**config.mk**
```make
export PLATFORM = sky130hd
export DESIGN_NAME = bno085_spi_responder
export DESIGN_NICKNAME = d
export VERILOG_FILES = /design/src/rtl/bno085_pkg.sv /design/src/rtl/bno085_spi_responder_phy.sv /design/src/rtl/bno085_spi_responder.sv
export SDC_FILE = /design/constraint.sdc
export NUM_CORES = 1
export LEC_CHECK = 0
export BUFFER_PORTS_ARGS = -buffer_cell sky130_fd_sc_hd__buf_2
export CAP_MARGIN = 20
export CORE_ASPECT_RATIO = 0.6
export CORE_UTILIZATION = 45
export CTS_BUF_LIST = sky130_fd_sc_hd__clkbuf_8
export DETAILED_ROUTE_END_ITERATION = 16
export GPL_ROUTABILITY_DRIVEN = 0
export HOLD_SLACK_MARGIN = 0.08
export PLACE_DENSITY_LB_ADDON = 0.08
export SLEW_MARGIN = 40
export SYNTH_ARGS = -nofsm -noshare
export SYNTH_HDL_FRONTEND = slang
export SYNTH_SLANG_ARGS = --single-unit
```
**constraint.sdc**
```tcl
create_clock -name clk -period 9.2 [get_ports clk]
set_clock_uncertainty 0.05 [all_clocks]
set_input_delay 0.46 -clock clk [delete_from_list [all_inputs] [get_ports clk]]
set_output_delay 0.46 -clock clk [all_outputs]
set_load 0.01 [all_outputs]
```
**src/rtl/bno085_pkg.sv**
```systemverilog
// Shared constants and types for the BNO085 SPI responder.
package bno085_pkg;

    // SHTP header: len_lsb, len_msb, channel, sequence
    localparam int SHTP_HDR_LEN = 4;

    // SHTP channel numbers
    localparam logic [2:0] CH_CMD     = 3'd0;
    localparam logic [2:0] CH_EXEC    = 3'd1;
    localparam logic [2:0] CH_CTRL    = 3'd2;
    localparam logic [2:0] CH_REPORTS = 3'd3;
    localparam logic [2:0] CH_WAKE    = 3'd4;
    localparam logic [2:0] CH_GYRO    = 3'd5;

    // Framing FSM states
    typedef enum logic [1:0] {
        ST_IDLE  = 2'd0,
        ST_LOAD  = 2'd1,
        ST_READY = 2'd2,
        ST_XFER  = 2'd3
    } resp_state_e;

    // Channels above the last defined one (6 and 7) are illegal
    function automatic logic chan_illegal(input logic [2:0] ch);
        return (ch > CH_GYRO);
    endfunction

endpackage

```
**src/rtl/bno085_spi_responder_phy.sv**
```systemverilog
// SPI mode-3 bit-level engine: synchronizers, edge detection, bit counters,
// tx/rx shift registers. Hands out one byte-done strobe per transmitted byte
// and samples the next tx byte from the framing logic at each byte boundary.
module spi_slave_phy #(
    parameter int SYNC_STAGES = 2
) (
    input  logic       clk,
    input  logic       rst_n,
    input  logic       sclk_i,
    input  logic       mosi_i,
    input  logic       cs_n_i,
    input  logic       ps0_wake_i,
    input  logic [7:0] tx_byte_i,
    output logic       cs_fall_o,
    output logic       cs_rise_o,
    output logic       wake_fall_o,
    output logic       tx_byte_done_o,
    output logic       miso_o,
    output logic       rx_valid_o,
    output logic [7:0] rx_data_o,
    output logic       rx_first_o
);

    // Packed pin bundle order: {ps0_wake, cs_n, mosi, sclk}; idle levels
    localparam logic [3:0] SYNC_RST = 4'b1101;

    logic [3:0] sync_q [SYNC_STAGES];
    logic       sclk_s;
    logic       mosi_s;
    logic       cs_n_s;
    logic       wake_s;
    logic       sclk_prev_q;
    logic       cs_prev_q;
    logic       wake_prev_q;
    logic       sclk_fall_s;
    logic       sclk_rise_s;

    logic [2:0] tx_bit_q;
    logic [2:0] rx_bit_q;
    logic [7:0] tx_shift_q;
    logic [7:0] rx_shift_q;
    logic       first_pend_q;
    logic       miso_q;
    logic       rx_valid_q;
    logic [7:0] rx_data_q;
    logic       rx_first_q;
    logic       tx_done_q;

    // Multi-stage synchronizer for all asynchronous host pins
    always_ff @(posedge clk or negedge rst_n) begin
        if (!rst_n) begin
            for (int i = 0; i < SYNC_STAGES; i++) begin
                sync_q[i] <= SYNC_RST;
            end
        end else begin
            sync_q[0] <= {ps0_wake_i, cs_n_i, mosi_i, sclk_i};
            for (int i = 1; i < SYNC_STAGES; i++) begin
                sync_q[i] <= sync_q[i-1];
            end
        end
    end

    assign sclk_s = sync_q[SYNC_STAGES-1][0];
    assign mosi_s = sync_q[SYNC_STAGES-1][1];
    assign cs_n_s = sync_q[SYNC_STAGES-1][2];
    assign wake_s = sync_q[SYNC_STAGES-1][3];

    // Previous synchronized levels for edge detection
    always_ff @(posedge clk or negedge rst_n) begin
        if (!rst_n) begin
            sclk_prev_q <= 1'b1;
            cs_prev_q   <= 1'b1;
            wake_prev_q <= 1'b1;
        end else begin
            sclk_prev_q <= sclk_s;
            cs_prev_q   <= cs_n_s;
            wake_prev_q <= wake_s;
        end
    end

    // sclk edges only count while the chip is selected
    assign sclk_fall_s = sclk_prev_q & ~sclk_s & ~cs_n_s;
    assign sclk_rise_s = ~sclk_prev_q & sclk_s & ~cs_n_s;
    assign cs_fall_o   = cs_prev_q & ~cs_n_s;
    assign cs_rise_o   = ~cs_prev_q & cs_n_s;
    assign wake_fall_o = wake_prev_q & ~wake_s;

    // Bit counters, shift registers and the registered SPI/rx outputs
    always_ff @(posedge clk or negedge rst_n) begin
        if (!rst_n) begin
            tx_bit_q     <= 3'd0;
            rx_bit_q     <= 3'd0;
            tx_shift_q   <= 8'h00;
            rx_shift_q   <= 8'h00;
            first_pend_q <= 1'b0;
            miso_q       <= 1'b0;
            rx_valid_q   <= 1'b0;
            rx_data_q    <= 8'h00;
            rx_first_q   <= 1'b0;
            tx_done_q    <= 1'b0;
        end else begin
            rx_valid_q <= 1'b0;
            rx_first_q <= 1'b0;
            tx_done_q  <= 1'b0;
            if (cs_fall_o) begin
                tx_bit_q     <= 3'd0;
                rx_bit_q     <= 3'd0;
                miso_q       <= 1'b0;
                first_pend_q <= 1'b1;
            end else if (cs_rise_o) begin
                // partial receive byte is dropped by clearing the counter
                tx_bit_q     <= 3'd0;
                rx_bit_q     <= 3'd0;
                miso_q       <= 1'b0;
                first_pend_q <= 1'b0;
            end else begin
                if (sclk_fall_s) begin
                    if (tx_bit_q == 3'd0) begin
                        miso_q     <= tx_byte_i[7];
                        tx_shift_q <= {tx_byte_i[6:0], 1'b0};
                    end else begin
                        miso_q     <= tx_shift_q[7];
                        tx_shift_q <= {tx_shift_q[6:0], 1'b0};
                    end
                    tx_bit_q <= tx_bit_q + 3'd1;
                    if (tx_bit_q == 3'd7) begin
                        tx_done_q <= 1'b1;
                    end
                end
                if (sclk_rise_s) begin
                    rx_shift_q <= {rx_shift_q[6:0], mosi_s};
                    rx_bit_q   <= rx_bit_q + 3'd1;
                    if (rx_bit_q == 3'd7) begin
                        rx_valid_q   <= 1'b1;
                        rx_data_q    <= {rx_shift_q[6:0], mosi_s};
                        rx_first_q   <= first_pend_q;
                        first_pend_q <= 1'b0;
                    end
                end
            end
        end
    end

    assign miso_o         = miso_q;
    assign rx_valid_o     = rx_valid_q;
    assign rx_data_o      = rx_data_q;
    assign rx_first_o     = rx_first_q;
    assign tx_byte_done_o = tx_done_q;

endmodule

```
**src/rtl/bno085_spi_responder.sv**
```systemverilog
// BNO085 sensor-hub SPI responder: buffers one payload, frames it with an
// SHTP header, raises int_n and streams it out over SPI mode 3.
module bno085_spi_responder
    import bno085_pkg::*;
#(
    parameter int PAYLOAD_MAX = 32,
    parameter int SYNC_STAGES = 2
) (
    input  logic       clk,
    input  logic       rst_n,
    input  logic       sclk,
    input  logic       mosi,
    output logic       miso,
    input  logic       cs_n,
    input  logic       ps0_wake,
    output logic       int_n,
    input  logic       pkt_wr_valid,
    input  logic [7:0] pkt_wr_data,
    input  logic       pkt_wr_last,
    input  logic [2:0] pkt_channel,
    output logic       pkt_wr_ready,
    output logic       rx_valid,
    output logic [7:0] rx_data,
    output logic       rx_first,
    output logic       tx_done,
    output logic       error
);

    localparam int CNT_W  = $clog2(PAYLOAD_MAX + 1);
    localparam int BUF_AW = $clog2(PAYLOAD_MAX);

    resp_state_e      state_q, state_d;
    logic [CNT_W-1:0] cnt_q, cnt_d;
    logic [2:0]       chan_q, chan_d;
    logic             discard_q, discard_d;
    logic             empty_q, empty_d;
    logic             int_n_q, int_n_d;
    logic             ready_q, ready_d;
    logic             tx_done_q, tx_done_d;
    logic             error_q, error_d;
    logic [15:0]      tx_idx_q, tx_idx_d;

    logic [7:0]       buf_q [PAYLOAD_MAX];
    logic [7:0]       seq_q [8];

    logic             accept_s;
    logic             force_last_s;
    logic             buf_we_s;
    logic             seq_inc_s;
    logic [BUF_AW-1:0] wr_idx_s;
    logic [BUF_AW-1:0] pay_idx_s;
    logic [15:0]      pkt_len_s;
    logic [7:0]       tx_byte_s;

    logic             cs_fall_s;
    logic             cs_rise_s;
    logic             wake_fall_s;
    logic             byte_done_s;

    spi_slave_phy #(
        .SYNC_STAGES(SYNC_STAGES)
    ) u_phy (
        .clk            (clk),
        .rst_n          (rst_n),
        .sclk_i         (sclk),
        .mosi_i         (mosi),
        .cs_n_i         (cs_n),
        .ps0_wake_i     (ps0_wake),
        .tx_byte_i      (tx_byte_s),
        .cs_fall_o      (cs_fall_s),
        .cs_rise_o      (cs_rise_s),
        .wake_fall_o    (wake_fall_s),
        .tx_byte_done_o (byte_done_s),
        .miso_o         (miso),
        .rx_valid_o     (rx_valid),
        .rx_data_o      (rx_data),
        .rx_first_o     (rx_first)
    );

    assign accept_s     = pkt_wr_valid & ready_q;
    // the byte that fills the buffer closes the packet even without last
    assign force_last_s = pkt_wr_last | (cnt_q == CNT_W'(PAYLOAD_MAX - 1));
    assign wr_idx_s     = BUF_AW'(cnt_q);
    assign pay_idx_s    = BUF_AW'(tx_idx_q - 16'd4);
    assign pkt_len_s    = 16'(cnt_q) + 16'(SHTP_HDR_LEN);

    // Select the outgoing byte for the current byte index of the transfer
    always_comb begin
        tx_byte_s = 8'h00;
        if ((state_q == ST_XFER) && !empty_q) begin
            case (tx_idx_q)
                16'd0:   tx_byte_s = pkt_len_s[7:0];
                16'd1:   tx_byte_s = pkt_len_s[15:8];
                16'd2:   tx_byte_s = {5'b00000, chan_q};
                16'd3:   tx_byte_s = seq_q[chan_q];
                default: begin
                    if (tx_idx_q < pkt_len_s) begin
                        tx_byte_s = buf_q[pay_idx_s];
                    end else begin
                        tx_byte_s = 8'h00;
                    end
                end
            endcase
        end else begin
            tx_byte_s = 8'h00;
        end
    end

    // Framing FSM: next-state and control decode
    always_comb begin
        state_d   = state_q;
        cnt_d     = cnt_q;
        chan_d    = chan_q;
        discard_d = discard_q;
        empty_d   = empty_q;
        int_n_d   = int_n_q;
        tx_idx_d  = tx_idx_q;
        tx_done_d = 1'b0;
        error_d   = 1'b0;
        buf_we_s  = 1'b0;
        seq_inc_s = 1'b0;

        if (cs_fall_s) begin
            tx_idx_d = 16'd0;
        end else if (byte_done_s && (tx_idx_q != 16'hFFFF)) begin
            tx_idx_d = tx_idx_q + 16'd1;
        end else begin
            tx_idx_d = tx_idx_q;
        end

        case (state_q)
            ST_IDLE: begin
                if (accept_s) begin
                    if (discard_q) begin
                        discard_d = ~pkt_wr_last;
                    end else if (chan_illegal(pkt_channel)) begin
                        error_d   = 1'b1;
                        discard_d = ~pkt_wr_last;
                    end else begin
                        buf_we_s = 1'b1;
                        cnt_d    = CNT_W'(1);
                        chan_d   = pkt_channel;
                        empty_d  = 1'b0;
                        if (force_last_s) begin
                            state_d = ST_READY;
                            int_n_d = 1'b0;
                        end else begin
                            state_d = ST_LOAD;
                            int_n_d = 1'b1;
                        end
                    end
                end else if (cs_fall_s) begin
                    // host write or wake-initiated read: empty packet
                    state_d = ST_XFER;
                    empty_d = 1'b1;
                    int_n_d = 1'b1;
                end else if (wake_fall_s) begin
                    empty_d = 1'b1;
                    int_n_d = 1'b0;
                end else begin
                    state_d = ST_IDLE;
                end
            end
            ST_LOAD: begin
                if (accept_s) begin
                    buf_we_s = 1'b1;
                    cnt_d    = cnt_q + CNT_W'(1);
                    if (force_last_s) begin
                        state_d = ST_READY;
                        int_n_d = 1'b0;
                    end else begin
                        state_d = ST_LOAD;
                    end
                end else begin
                    state_d = ST_LOAD;
                end
            end
            ST_READY: begin
                if (cs_fall_s) begin
                    state_d = ST_XFER;
                    int_n_d = 1'b1;
                end else begin
                    state_d = ST_READY;
                end
            end
            ST_XFER: begin
                if (cs_rise_s) begin
                    if (empty_q) begin
                        empty_d = 1'b0;
                        int_n_d = 1'b1;
                        state_d = ST_IDLE;
                    end else if (tx_idx_q >= pkt_len_s) begin
                        tx_done_d = 1'b1;
                        seq_inc_s = 1'b1;
                        cnt_d     = '0;
                        state_d   = ST_IDLE;
                    end else begin
                        // aborted read: keep the packet and re-arm int_n
                        state_d = ST_READY;
                        int_n_d = 1'b0;
                    end
                end else begin
                    state_d = ST_XFER;
                end
            end
            default: begin
                state_d = ST_IDLE;
            end
        endcase

        ready_d = (state_d == ST_IDLE) || (state_d == ST_LOAD);
    end

    // Framing FSM state and registered outputs
    always_ff @(posedge clk or negedge rst_n) begin
        if (!rst_n) begin
            state_q   <= ST_IDLE;
            cnt_q     <= '0;
            chan_q    <= 3'd0;
            discard_q <= 1'b0;
            empty_q   <= 1'b0;
            int_n_q   <= 1'b1;
            ready_q   <= 1'b1;
            tx_done_q <= 1'b0;
            error_q   <= 1'b0;
            tx_idx_q  <= 16'd0;
        end else begin
            state_q   <= state_d;
            cnt_q     <= cnt_d;
            chan_q    <= chan_d;
            discard_q <= discard_d;
            empty_q   <= empty_d;
            int_n_q   <= int_n_d;
            ready_q   <= ready_d;
            tx_done_q <= tx_done_d;
            error_q   <= error_d;
            tx_idx_q  <= tx_idx_d;
        end
    end

    // Payload buffer write port
    always_ff @(posedge clk or negedge rst_n) begin
        if (!rst_n) begin
            for (int i = 0; i < PAYLOAD_MAX; i++) begin
                buf_q[i] <= 8'h00;
            end
        end else if (buf_we_s) begin
            buf_q[wr_idx_s] <= pkt_wr_data;
        end
    end

    // Per-channel SHTP sequence numbers, bumped on each completed delivery
    always_ff @(posedge clk or negedge rst_n) begin
        if (!rst_n) begin
            for (int i = 0; i < 8; i++) begin
                seq_q[i] <= 8'h00;
            end
        end else if (seq_inc_s) begin
            seq_q[chan_q] <= seq_q[chan_q] + 8'd1;
        end
    end

    assign int_n        = int_n_q;
    assign pkt_wr_ready = ready_q;
    assign tx_done      = tx_done_q;
    assign error        = error_q;

endmodule

```
---- Yosys cells after proc, flatten, opt, wreduce, memory -nomap -nowiden ----
Index checks and enable logic that the tools add are counted.
word-level totals
  output and inout port bits .............. 15
  logic and storage cells ................. 250
  input port bits ......................... 19
  register bits ........................... 398
cells by class
  add/sub/neg operators ................... 7
  reductions and logical operators ........ 25
  mux-type cells .......................... 99
  bitwise logic cells ..................... 22
  equal/unequal tests ..................... 24
  order comparisons ....................... 8
operator list
  cell                     number
  $bwmux W256              1
  $mux W8                  9
  $bwmux W64               1
  $mux W1                  53
  $mux W6                  7
  $bmux W8 S5              1
  $demux W8 S5             1
  $eq A16 B2 Y1 const B    2
  $mux W16                 2
  $pmux W8 S4              1
  $bmux W8 S3              1
  $demux W8 S3             1
  $mux W2                  10
  $mux W3                  6
  $pmux W6 S3              1
  $add A16 B1 Y16 const B  1
  $eq A16 B1 Y1 const B    1
  $ge A16 B7 Y1            1
  $logic_not A16 Y1        1
  $lt A16 B7 Y1            1
  $ne A16 B16 Y1 const B   1
  $ne A2 B2 Y1 const B     8
  $reduce_and A8 Y1        2
  $ge A6 B6 Y1 const B     2
  35 further kinds         70

---- Depth between registers and ports, before layout ----
Gate-level depths: netlist of the first run.
  depth in word-level cells ............... 12
  mapped depth ............................ 13
  mapped depth without buffers ............ 9

---- Cells and area by module ----
From an unflattened synthesis of the first run, not the netlist that was laid out.
second synthesis, totals
  cells, all modules ...................... 1398
  area, all modules ....................... 19059.5 µm²
by module, submodules not included
  module                times used  sequential area each (µm²)  cells each  area each (µm²)
  bno085_spi_responder  1           8836.0                      1270        17266.6
  spi_slave_phy         1           1112.3                      128         1793.0

---- Worst setup path after synthesis of the first run ----
OpenSTA, ideal clock, no wires.
  kind .................................... reg-to-reg
  from .................................... reg cnt_q[3]
  to ...................................... reg seq_q[10] (netlist name)
  stages on the path, launching flop included .. 13
  data arrival time ....................... 2836 ps
  library setup time ...................... 125 ps
  setup slack ............................. 6189 ps
  path buffers ............................ 4
  period minus slack after synthesis ...... 3011 ps
  path through ............................ dfrtp_1 clkbuf_1 and3_1 clkbuf_1 xnor2_1 ha_1 a21oi_1 nor2b_1 or3_1 clkbuf_1 o21ai_0 buf_2 mux2_2
on the way
  longest elaborated chain between the ends .. 6
RTL lines
  what                             RTL line                     RTL
  from (decl)                      bno085_spi_responder.sv:33   logic [CNT_W-1:0] cnt_q, cnt_d;
  from (signal assigned)           bno085_spi_responder.sv:229  cnt_q <= cnt_d;
  $add A6 B3 Y7                    bno085_spi_responder.sv:85   assign pkt_len_s = 16'(cnt_q) + 16'(SHTP_HDR_LEN);
  $ge A16 B7 Y1                    bno085_spi_responder.sv:192  end else if (tx_idx_q >= pkt_len_s) begin
  $mux W1                          bno085_spi_responder.sv:192
  $mux W1                          bno085_spi_responder.sv:188  if (empty_q) begin
  $mux W1                          bno085_spi_responder.sv:187  if (cs_rise_s) begin
  $mux W1                          bno085_spi_responder.sv:131  case (state_q)
  to (signal, indexed assignment)  bno085_spi_responder.sv:259  seq_q[chan_q] <= seq_q[chan_q] + 8'd1;
  to (decl)                        bno085_spi_responder.sv:44   logic [7:0] seq_q [8];
Every way passes these cells.
A chain may end at the register's enable or synchronous reset.

---- Worst setup path in the final report of the first run ----
  from .................................... reg cnt_q[4]
  to ...................................... reg seq_q[17] (netlist name)
Same word-level chain as after synthesis.

==> impl_metrics.prom, run 1 <==
# TYPE chip_impl_metric gauge
chip_impl_metric{name="dr.first_iter.drc_count",unit=""} 1078
chip_impl_metric{name="dp.final_hpwl",unit="mm"} 33.6
chip_impl_metric{name="wl_per_cell",unit="um"} 24.4
chip_impl_info{name="setup.worst_path.class",value="reg2reg"} 1
chip_impl_info{name="status",value="finished clean"} 1
chip_impl_metric{name="mappedNetlistArea",unit="um^2"} 19000
chip_impl_metric{name="setup_viol",unit=""} 0
chip_impl_metric{name="setup_total_negative_slack",unit="ns"} 0
chip_impl_metric{name="worst_slew_margin_rel",unit=""} 0.438
chip_impl_metric{name="report.final.slew_viol_count",unit=""} 0
chip_impl_metric{name="coreArea",unit="um^2"} 41100
chip_impl_metric{name="synth-seq-cells",unit=""} 397
chip_impl_metric{name="synthDistinctLibCells",unit=""} 68
chip_impl_metric{name="floorplan.die.width",unit="um"} 267
chip_impl_metric{name="worstPathRequired",unit="ns"} 9.66
chip_impl_metric{name="final_hold_viol_count",unit=""} 0
chip_impl_info{name="worst_setup_path_start_kind",value="flip-flop"} 1
chip_impl_info{name="ys_dominant_reg_cell",value="dfrtp_1"} 1
chip_impl_metric{name="netlist_instances",unit=""} 1415
chip_impl_metric{name="number_of_global_route_vias_before_repair",unit=""} 12000
chip_impl_metric{name="achievable-frequency",unit="MHz"} 267
chip_impl_metric{name="reg_to_reg_setup_timing_slack",unit="ns"} 5.45
chip_impl_metric{name="clk_transition_reported_paths",unit="ns"} 0.07
chip_impl_metric{name="whs",unit="ns"} 0.293
chip_impl_metric{name="route.vias.total",unit=""} 12000
chip_impl_metric{name="tritoncts.num_buffers",unit=""} 60
chip_impl_metric{name="synth.yosys.seq_area_share",unit=""} 0.523
chip_impl_metric{name="worst_ir_drop_vdd",unit="uV"} 131
chip_impl_metric{name="asyncSetResetFlopFracSynth",unit=""} 1.00
chip_impl_metric{name="worst-endpoint-arrival",unit="ns"} 4.21
chip_impl_metric{name="starting_utilization_of_the_core_area",unit=""} 0.463
chip_impl_metric{name="antenna_found_initial",unit=""} 0
chip_impl_info{name="type_of_destination_of_the_critical_path",value="flip-flop"} 1
chip_impl_metric{name="num_rows",unit=""} 57
chip_impl_metric{name="net_count_synth",unit=""} 1461
chip_impl_metric{name="p_leak",unit="nW"} 9.94
chip_impl_metric{name="drc",unit=""} 0
chip_impl_metric{name="postRouteWirelength",unit="mm"} 50.1
chip_impl_info{name="cts-root-buf",value="clkbuf_8"} 1
chip_impl_metric{name="cts.htree.levels",unit=""} 2
chip_impl_metric{name="yosysWarnings",unit=""} 0
chip_impl_metric{name="placement.io_buffers",unit=""} 33
chip_impl_metric{name="postSynthAreaPerCell",unit="um^2"} 13.4
chip_impl_metric{name="shortest_period_the_worst_path_allows",unit="ns"} 3.75
chip_impl_metric{name="final-instance-count-excl-fill",unit=""} 2055
chip_impl_metric{name="post-route-period-util",unit=""} 0.407
chip_impl_metric{name="cts_buffer_depth",unit=""} 3
chip_impl_metric{name="power.density_cell_area",unit="nW/um^2"} 193
chip_impl_metric{name="fin_nets",unit=""} 1499
chip_impl_metric{name="firstDrtPassIters",unit=""} 7
chip_impl_info{name="path_type_of_the_worst_min_delay_path",value="in2async"} 1
chip_impl_metric{name="post_drt_via_cell_ratio",unit=""} 5.84
chip_impl_metric{name="globalRouteTotalUtil",unit=""} 0.241
chip_impl_metric{name="timing.max_cap.violations",unit=""} 0
chip_impl_metric{name="io_count",unit=""} 34
chip_impl_metric{name="grt_start_max_net_pins",unit=""} 80
chip_impl_metric{name="number_of_cells_after_detailed_placement",unit=""} 1940
chip_impl_metric{name="clock_insertion_delay_worst_skew",unit="ns"} 0.65
chip_impl_metric{name="synth-edff-count",unit=""} 0
chip_impl_metric{name="critical_path.max_fanout",unit=""} 13
chip_impl_info{name="setup_repair_after_global_routing_missed_its_margin",value="false"} 1
chip_impl_metric{name="grt_pass1_wl",unit="mm"} 78.0
chip_impl_metric{name="timing_worst_slew_pin_value",unit="ns"} 0.836
chip_impl_metric{name="ant_nets",unit=""} 0
chip_impl_metric{name="area_growth",unit="%"} 10.6
chip_impl_metric{name="drive_gt1_frac",unit=""} 0.382
chip_impl_metric{name="globalRouteOverflowTotal",unit=""} 0
chip_impl_info{name="tritoncts",value="built"} 1
chip_impl_metric{name="tritoncts_num_sinks",unit=""} 397
chip_impl_metric{name="dieHeight",unit="um"} 161
chip_impl_metric{name="floorplan.die_area",unit="um^2"} 43100
## registers in the layout, indices dropped and copies added, names as in the netlist, 2 cells and up
name	count
state_q	2
chan_q	3
u_phy.rx_data_o	8
u_phy.sync_q	5
buf_q	256
u_phy.rx_shift_q	7
u_phy.tx_shift_q	7
seq_q	64
cnt_q	6
u_phy.tx_bit_q	3
tx_idx_q	16
u_phy.rx_bit_q	3
## worst max-delay path: stages (launching register included)
cell     delay, ns
dfrtp_1       0.65
and3_1        0.42
xnor2_1       0.19
ha_1          0.28
a21oi_1       0.15
nor2b_1       0.07
or3_1         0.48
o21ai_0       0.67
buf_4         0.31
mux2_2        0.35
## layer usage
layer	up-vias	track usage	share of wire
met5	-	0	0
met4	0	0.0460	0.015
met3	70	0.0541	0.074
met2	372	0.302	0.38
met1	6270	0.411	0.53
li1	5288	-	-
## final cells by class
| type | count | area (um^2) |
|---|---|---|
| fill | 3616 | 20000 |
| tap | 560 | 701 |
| sequential | 397 | 9950 |
| clock inverter | 29 | 175 |
| multi-input combinational | 906 | 8630 |
| clock buffer | 74 | 1020 |
| inverter | 24 | 90.1 |
| timing repair buffer | 64 | 464 |
| antenna | 1 | 2.50 |
## per-stage QoR
step	cell area [um^2]	util	setup WS, ns	total power [mW]
6_report	21000	0.512	5.45	4.05
5_1_grt	21000	0.512	5.33	4.25
4_1_cts	21000	0.511	5.58	4.08
3_5_place_dp	19700	0.480	5.59	2.59
3_3_place_gp	19600	0.478	5.49	2.57
2_1_floorplan	19000	-	6.19	2.40
## worst paths after layout
check	to	from	depth (start not counted)
worst max-delay path	seq_q[17]	cnt_q[4]	9
worst min-delay path	buf_q[187]	rst_n	2
worst max register to register	seq_q[17]	cnt_q[4]	9
worst min register to register	u_phy.mosi_s	u_phy.sync_q[5]	0
max in group asynchronous	buf_q[76]	rst_n	4
min in group clk	u_phy.mosi_s	u_phy.sync_q[5]	0
## timing repair
item | 4_1_cts | 5_1_grt
hold endpoints to repair | 62 | 0
buffers inserted | 0 | 0
hold buffers | 10 | 0
gates resized for setup | 0 | 0
## synthesized netlist by cell type (all sizes together), types with 15 or more instances
cell    instances  area [um^2]
mux4           78         1760
mux2i          28          280
a21oi          25          133
xor2           15          139
ha             27          338
nand2         105          394
buf            34          201
inv            23         86.3
nand3          33          165
clkbuf         54          203
nor2           47          176
dfrtp         386         9660
o21ai          50          250
mux2          324         3650
## where the power goes
part           internal (mW)  switching, mW
Sequential              1.89          0.109
Combinational          0.235          0.337
Clock                  0.774          0.708
Total                   2.90           1.15
## cells in the final DEF (no fill, tap or decap), types with 12 or more instances in the layout
| cell | Yosys | final |
|---|---|---|
| buf_4 | 6 | 17 |
| xor2_1 | 14 | 12 |
| clkbuf_8 | 0 | 74 |
| mux2_2 | 324 | 324 |
| ha_1 | 27 | 27 |
| mux2i_1 | 28 | 28 |
| buf_2 | 23 | 32 |
| o21ai_0 | 49 | 49 |
| inv_1 | 21 | 41 |
| nand3_1 | 33 | 33 |
| dfrtp_1 | 386 | 384 |
| nor2_1 | 47 | 46 |
| nand2_1 | 105 | 105 |
| nor2b_1 | 12 | 12 |
| mux4_2 | 78 | 78 |
| a21oi_1 | 23 | 23 |
## cell families after synthesis
kind of cell    Yosys count  synth area share
buf+inv                 112            0.0260
flops                   397             0.523
xor+xnor                 24            0.0114
fa+ha+maj                27            0.0178
mux                     430             0.299
simple gates            277            0.0711
compound gates          148            0.0516
No activity file was read; power rests on OpenSTA's default activity.
==> run 2: changes to the inputs <==
==> constraint.sdc (replaced) <==
create_clock -name clk -period 3.8 [get_ports clk]
set_clock_uncertainty 0.05 [all_clocks]
set_input_delay 0.19 -clock clk [delete_from_list [all_inputs] [get_ports clk]]
set_output_delay 0.19 -clock clk [all_outputs]
set_load 0.01 [all_outputs]
==> run 2 against run 1 <==
Effect of this change:
- combinational power grew to 2.6 times the previous value
- largest power group unchanged
- flip-flop and latch count stayed put
- cell count increased by 2.2%
- critical endpoint is now seq_q[1]
==> impl_metrics.prom, run 2 (synthesis gave the netlist of run 1 again) <==
# TYPE chip_impl_metric gauge
chip_impl_metric{name="floorplan.die_area",unit="um^2"} 43100
chip_impl_info{name="tritoncts",value="built"} 1
chip_impl_metric{name="starting_utilization_of_the_core_area",unit=""} 0.463
chip_impl_metric{name="globalRouteTotalUtil",unit=""} 0.241
chip_impl_metric{name="tritoncts.num_buffers",unit=""} 60
chip_impl_metric{name="cts_buffer_depth",unit=""} 3
chip_impl_metric{name="post-layout-total-power",unit="mW"} 9.83
chip_impl_metric{name="dp.final_hpwl",unit="mm"} 33.9
chip_impl_metric{name="achievable-frequency",unit="MHz"} 285
chip_impl_metric{name="fillers",unit=""} 3611
chip_impl_metric{name="setup_total_negative_slack",unit="ns"} 0
chip_impl_metric{name="drc",unit=""} 0
chip_impl_metric{name="shortest_period_the_worst_path_allows",unit="ns"} 3.50
chip_impl_info{name="reg.largest.list",value="buf_q (256), seq_q (64), tx_idx_q (16)"} 1
chip_impl_metric{name="postRouteWirelength",unit="mm"} 49.8
chip_impl_metric{name="worst-endpoint-arrival",unit="ns"} 3.95
chip_impl_metric{name="wl_per_cell",unit="um"} 23.7
chip_impl_info{name="setup.worst_path.class",value="reg2reg"} 1
chip_impl_metric{name="antenna_found_initial",unit=""} 1
chip_impl_metric{name="grt_start_max_net_pins",unit=""} 88
chip_impl_metric{name="placement.cell_area",unit="um^2"} 20000
chip_impl_metric{name="ant_nets",unit=""} 0
chip_impl_metric{name="timing.max_cap.violations",unit=""} 0
chip_impl_metric{name="worstPathRequired",unit="ns"} 4.25
chip_impl_metric{name="dr.first_iter.drc_count",unit=""} 956
chip_impl_metric{name="post-route-period-util",unit=""} 0.922
chip_impl_metric{name="placement.io_buffers",unit=""} 33
chip_impl_metric{name="coreArea",unit="um^2"} 41100
chip_impl_metric{name="number_of_cells_after_detailed_placement",unit=""} 1979
chip_impl_metric{name="fin_nets",unit=""} 1539
chip_impl_metric{name="worst_ir_drop_vdd",unit="uV"} 229
chip_impl_metric{name="setup_ws",unit="ns"} 0.296
chip_impl_metric{name="worst_slew_margin_rel",unit=""} 0.435
chip_impl_metric{name="p_leak",unit="nW"} 10.1
chip_impl_metric{name="floorplan.die.width",unit="um"} 267
chip_impl_info{name="most_frequent_standard_cell_in_the_layout_excluding_fill_and_tap_cells",value="dfrtp_1"} 1
chip_impl_metric{name="dieHeight",unit="um"} 161
chip_impl_metric{name="drive_gt1_frac",unit=""} 0.395
chip_impl_metric{name="critical_path.n_buffers_inverters",unit=""} 1
chip_impl_metric{name="clk_transition_reported_paths",unit="ns"} 0.07
chip_impl_metric{name="final-instance-count-excl-fill",unit=""} 2101
chip_impl_metric{name="timing_worst_slew_pin_value",unit="ns"} 0.848
chip_impl_metric{name="area_taken_by_multi_input_logic_gates",unit="um^2"} 8580
chip_impl_metric{name="post-place-ws",unit="ns"} 0.382
chip_impl_metric{name="clock_insertion_delay_worst_skew",unit="ns"} 0.63
chip_impl_info{name="commonest_cells_after_routing_fill_and_taps_aside",value="384 x dfrtp_1, 324 x mux2_2, 105 x nand2_1"} 1
chip_impl_metric{name="area.sequential",unit="um^2"} 9950
chip_impl_metric{name="layout.core_utilization",unit=""} 0.520
chip_impl_info{name="setup_repair_after_global_routing_missed_its_margin",value="false"} 1
chip_impl_metric{name="area_growth",unit="%"} 12.2
chip_impl_info{name="worst_setup_path_start_kind",value="flip-flop"} 1
chip_impl_info{name="cts-root-buf",value="clkbuf_8"} 1
chip_impl_metric{name="whs",unit="ns"} 0.159
chip_impl_metric{name="firstDrtPassIters",unit=""} 5
chip_impl_metric{name="final_hold_viol_count",unit=""} 0
chip_impl_metric{name="largest_reg_flops",unit=""} 256
chip_impl_metric{name="cts.htree.levels",unit=""} 2
chip_impl_info{name="path_type_of_the_worst_min_delay_path",value="in2reg"} 1
chip_impl_metric{name="layout.cell_area.non_filler",unit="um^2"} 21300
chip_impl_metric{name="globalRouteOverflowTotal",unit=""} 0
chip_impl_metric{name="reg_to_reg_setup_timing_slack",unit="ns"} 0.30
chip_impl_info{name="status",value="finished clean"} 1
chip_impl_metric{name="io_count",unit=""} 34
chip_impl_metric{name="power.density_cell_area",unit="nW/um^2"} 460
chip_impl_metric{name="tritoncts_num_sinks",unit=""} 397
chip_impl_metric{name="critical_path.max_fanout",unit=""} 13
chip_impl_info{name="max_flop_register",value="buf_q"} 1
chip_impl_info{name="crit_family",value="simple AND/OR/NAND/NOR gates"} 1
chip_impl_metric{name="route.vias.total",unit=""} 12200
chip_impl_metric{name="grt_pass1_wl",unit="mm"} 77.8
chip_impl_metric{name="report.final.slew_viol_count",unit=""} 0
chip_impl_metric{name="number_of_global_route_vias_before_repair",unit=""} 12300
chip_impl_metric{name="setup_viol",unit=""} 0
chip_impl_metric{name="insertedDiodeCount",unit=""} 0
chip_impl_metric{name="timing.critical_path.slowest_cell_delay",unit="ns"} 0.66
chip_impl_info{name="critical-path-slowest-cell",value="dfrtp_1"} 1
chip_impl_info{name="type_of_destination_of_the_critical_path",value="flip-flop"} 1
chip_impl_metric{name="num_rows",unit=""} 57
chip_impl_info{name="critical_path.cell_chain",value="and3_1 -> xnor2_1 -> ha_1 -> a21oi_1 -> nor2b_1 -> or3_1 -> o21ai_0 -> buf_4 -> mux2_2"} 1
chip_impl_metric{name="post_drt_via_cell_ratio",unit=""} 5.79
-- run 2: power by group --
part | leakage (nW) | internal (mW) | switching, mW | total (mW)
sequential | 5.42 | 4.58 | 0.270 | 4.85
clock | 0.700 | 1.79 | 1.73 | 3.52
combinational | 4.02 | 0.623 | 0.839 | 1.46
total | 10.1 | 6.99 | 2.84 | 9.83
-- run 2: worst paths after layout --
check,cells past startpoint,from,endpoint
max,9,cnt_q[4],seq_q[1]
min,2,mosi,u_phy.sync_q[5]
max reg2reg,9,cnt_q[4],seq_q[1]
min reg2reg,0,u_phy.sync_q[7],u_phy.sync_q[3]
max in group asynchronous,4,rst_n,buf_q[2]
min in group asynchronous,3,rst_n,u_phy.tx_bit_q[0]
-- run 2: layout make-up --
| class | instances | area share |
|---|---|---|
| inverters | 24 | 0.00422 |
| multi-input cells | 906 | 0.402 |
| clock buffers | 76 | 0.0490 |
| repair buffers | 104 | 0.0383 |
| well taps | 560 | 0.0328 |
| clock inverters | 34 | 0.00715 |
| flip-flops and latches | 397 | 0.466 |
-- run 2: worst reg2reg max path, cell delays in order, from the launching register on --
cell and delay, ns:
dfrtp_1 0.66, and3_1 0.44, xnor2_1 0.24, ha_1 0.31, a21oi_1 0.15, nor2b_1 0.07, or3_1 0.50, o21ai_0 0.37
buf_4 0.25, mux2_2 0.34
-- run 2: timing repair --
item | CTS | global route
resized for setup | 0 | 0
hold buffers | 12 | 0
setup buffers | 0 | 0
hold endpoints to repair | 325 | 0
-- run 2: per-layer routing --
layer	vias to the layer above	GRT usage	part of all wire	wire length [um]
met3	51	0.0680	0.070	3500
met5	-	0	0	0
li1	5379	-	-	-
met4	0	0.0418	0.011	532
met2	294	0.308	0.39	19400
met1	6440	0.398	0.53	26300
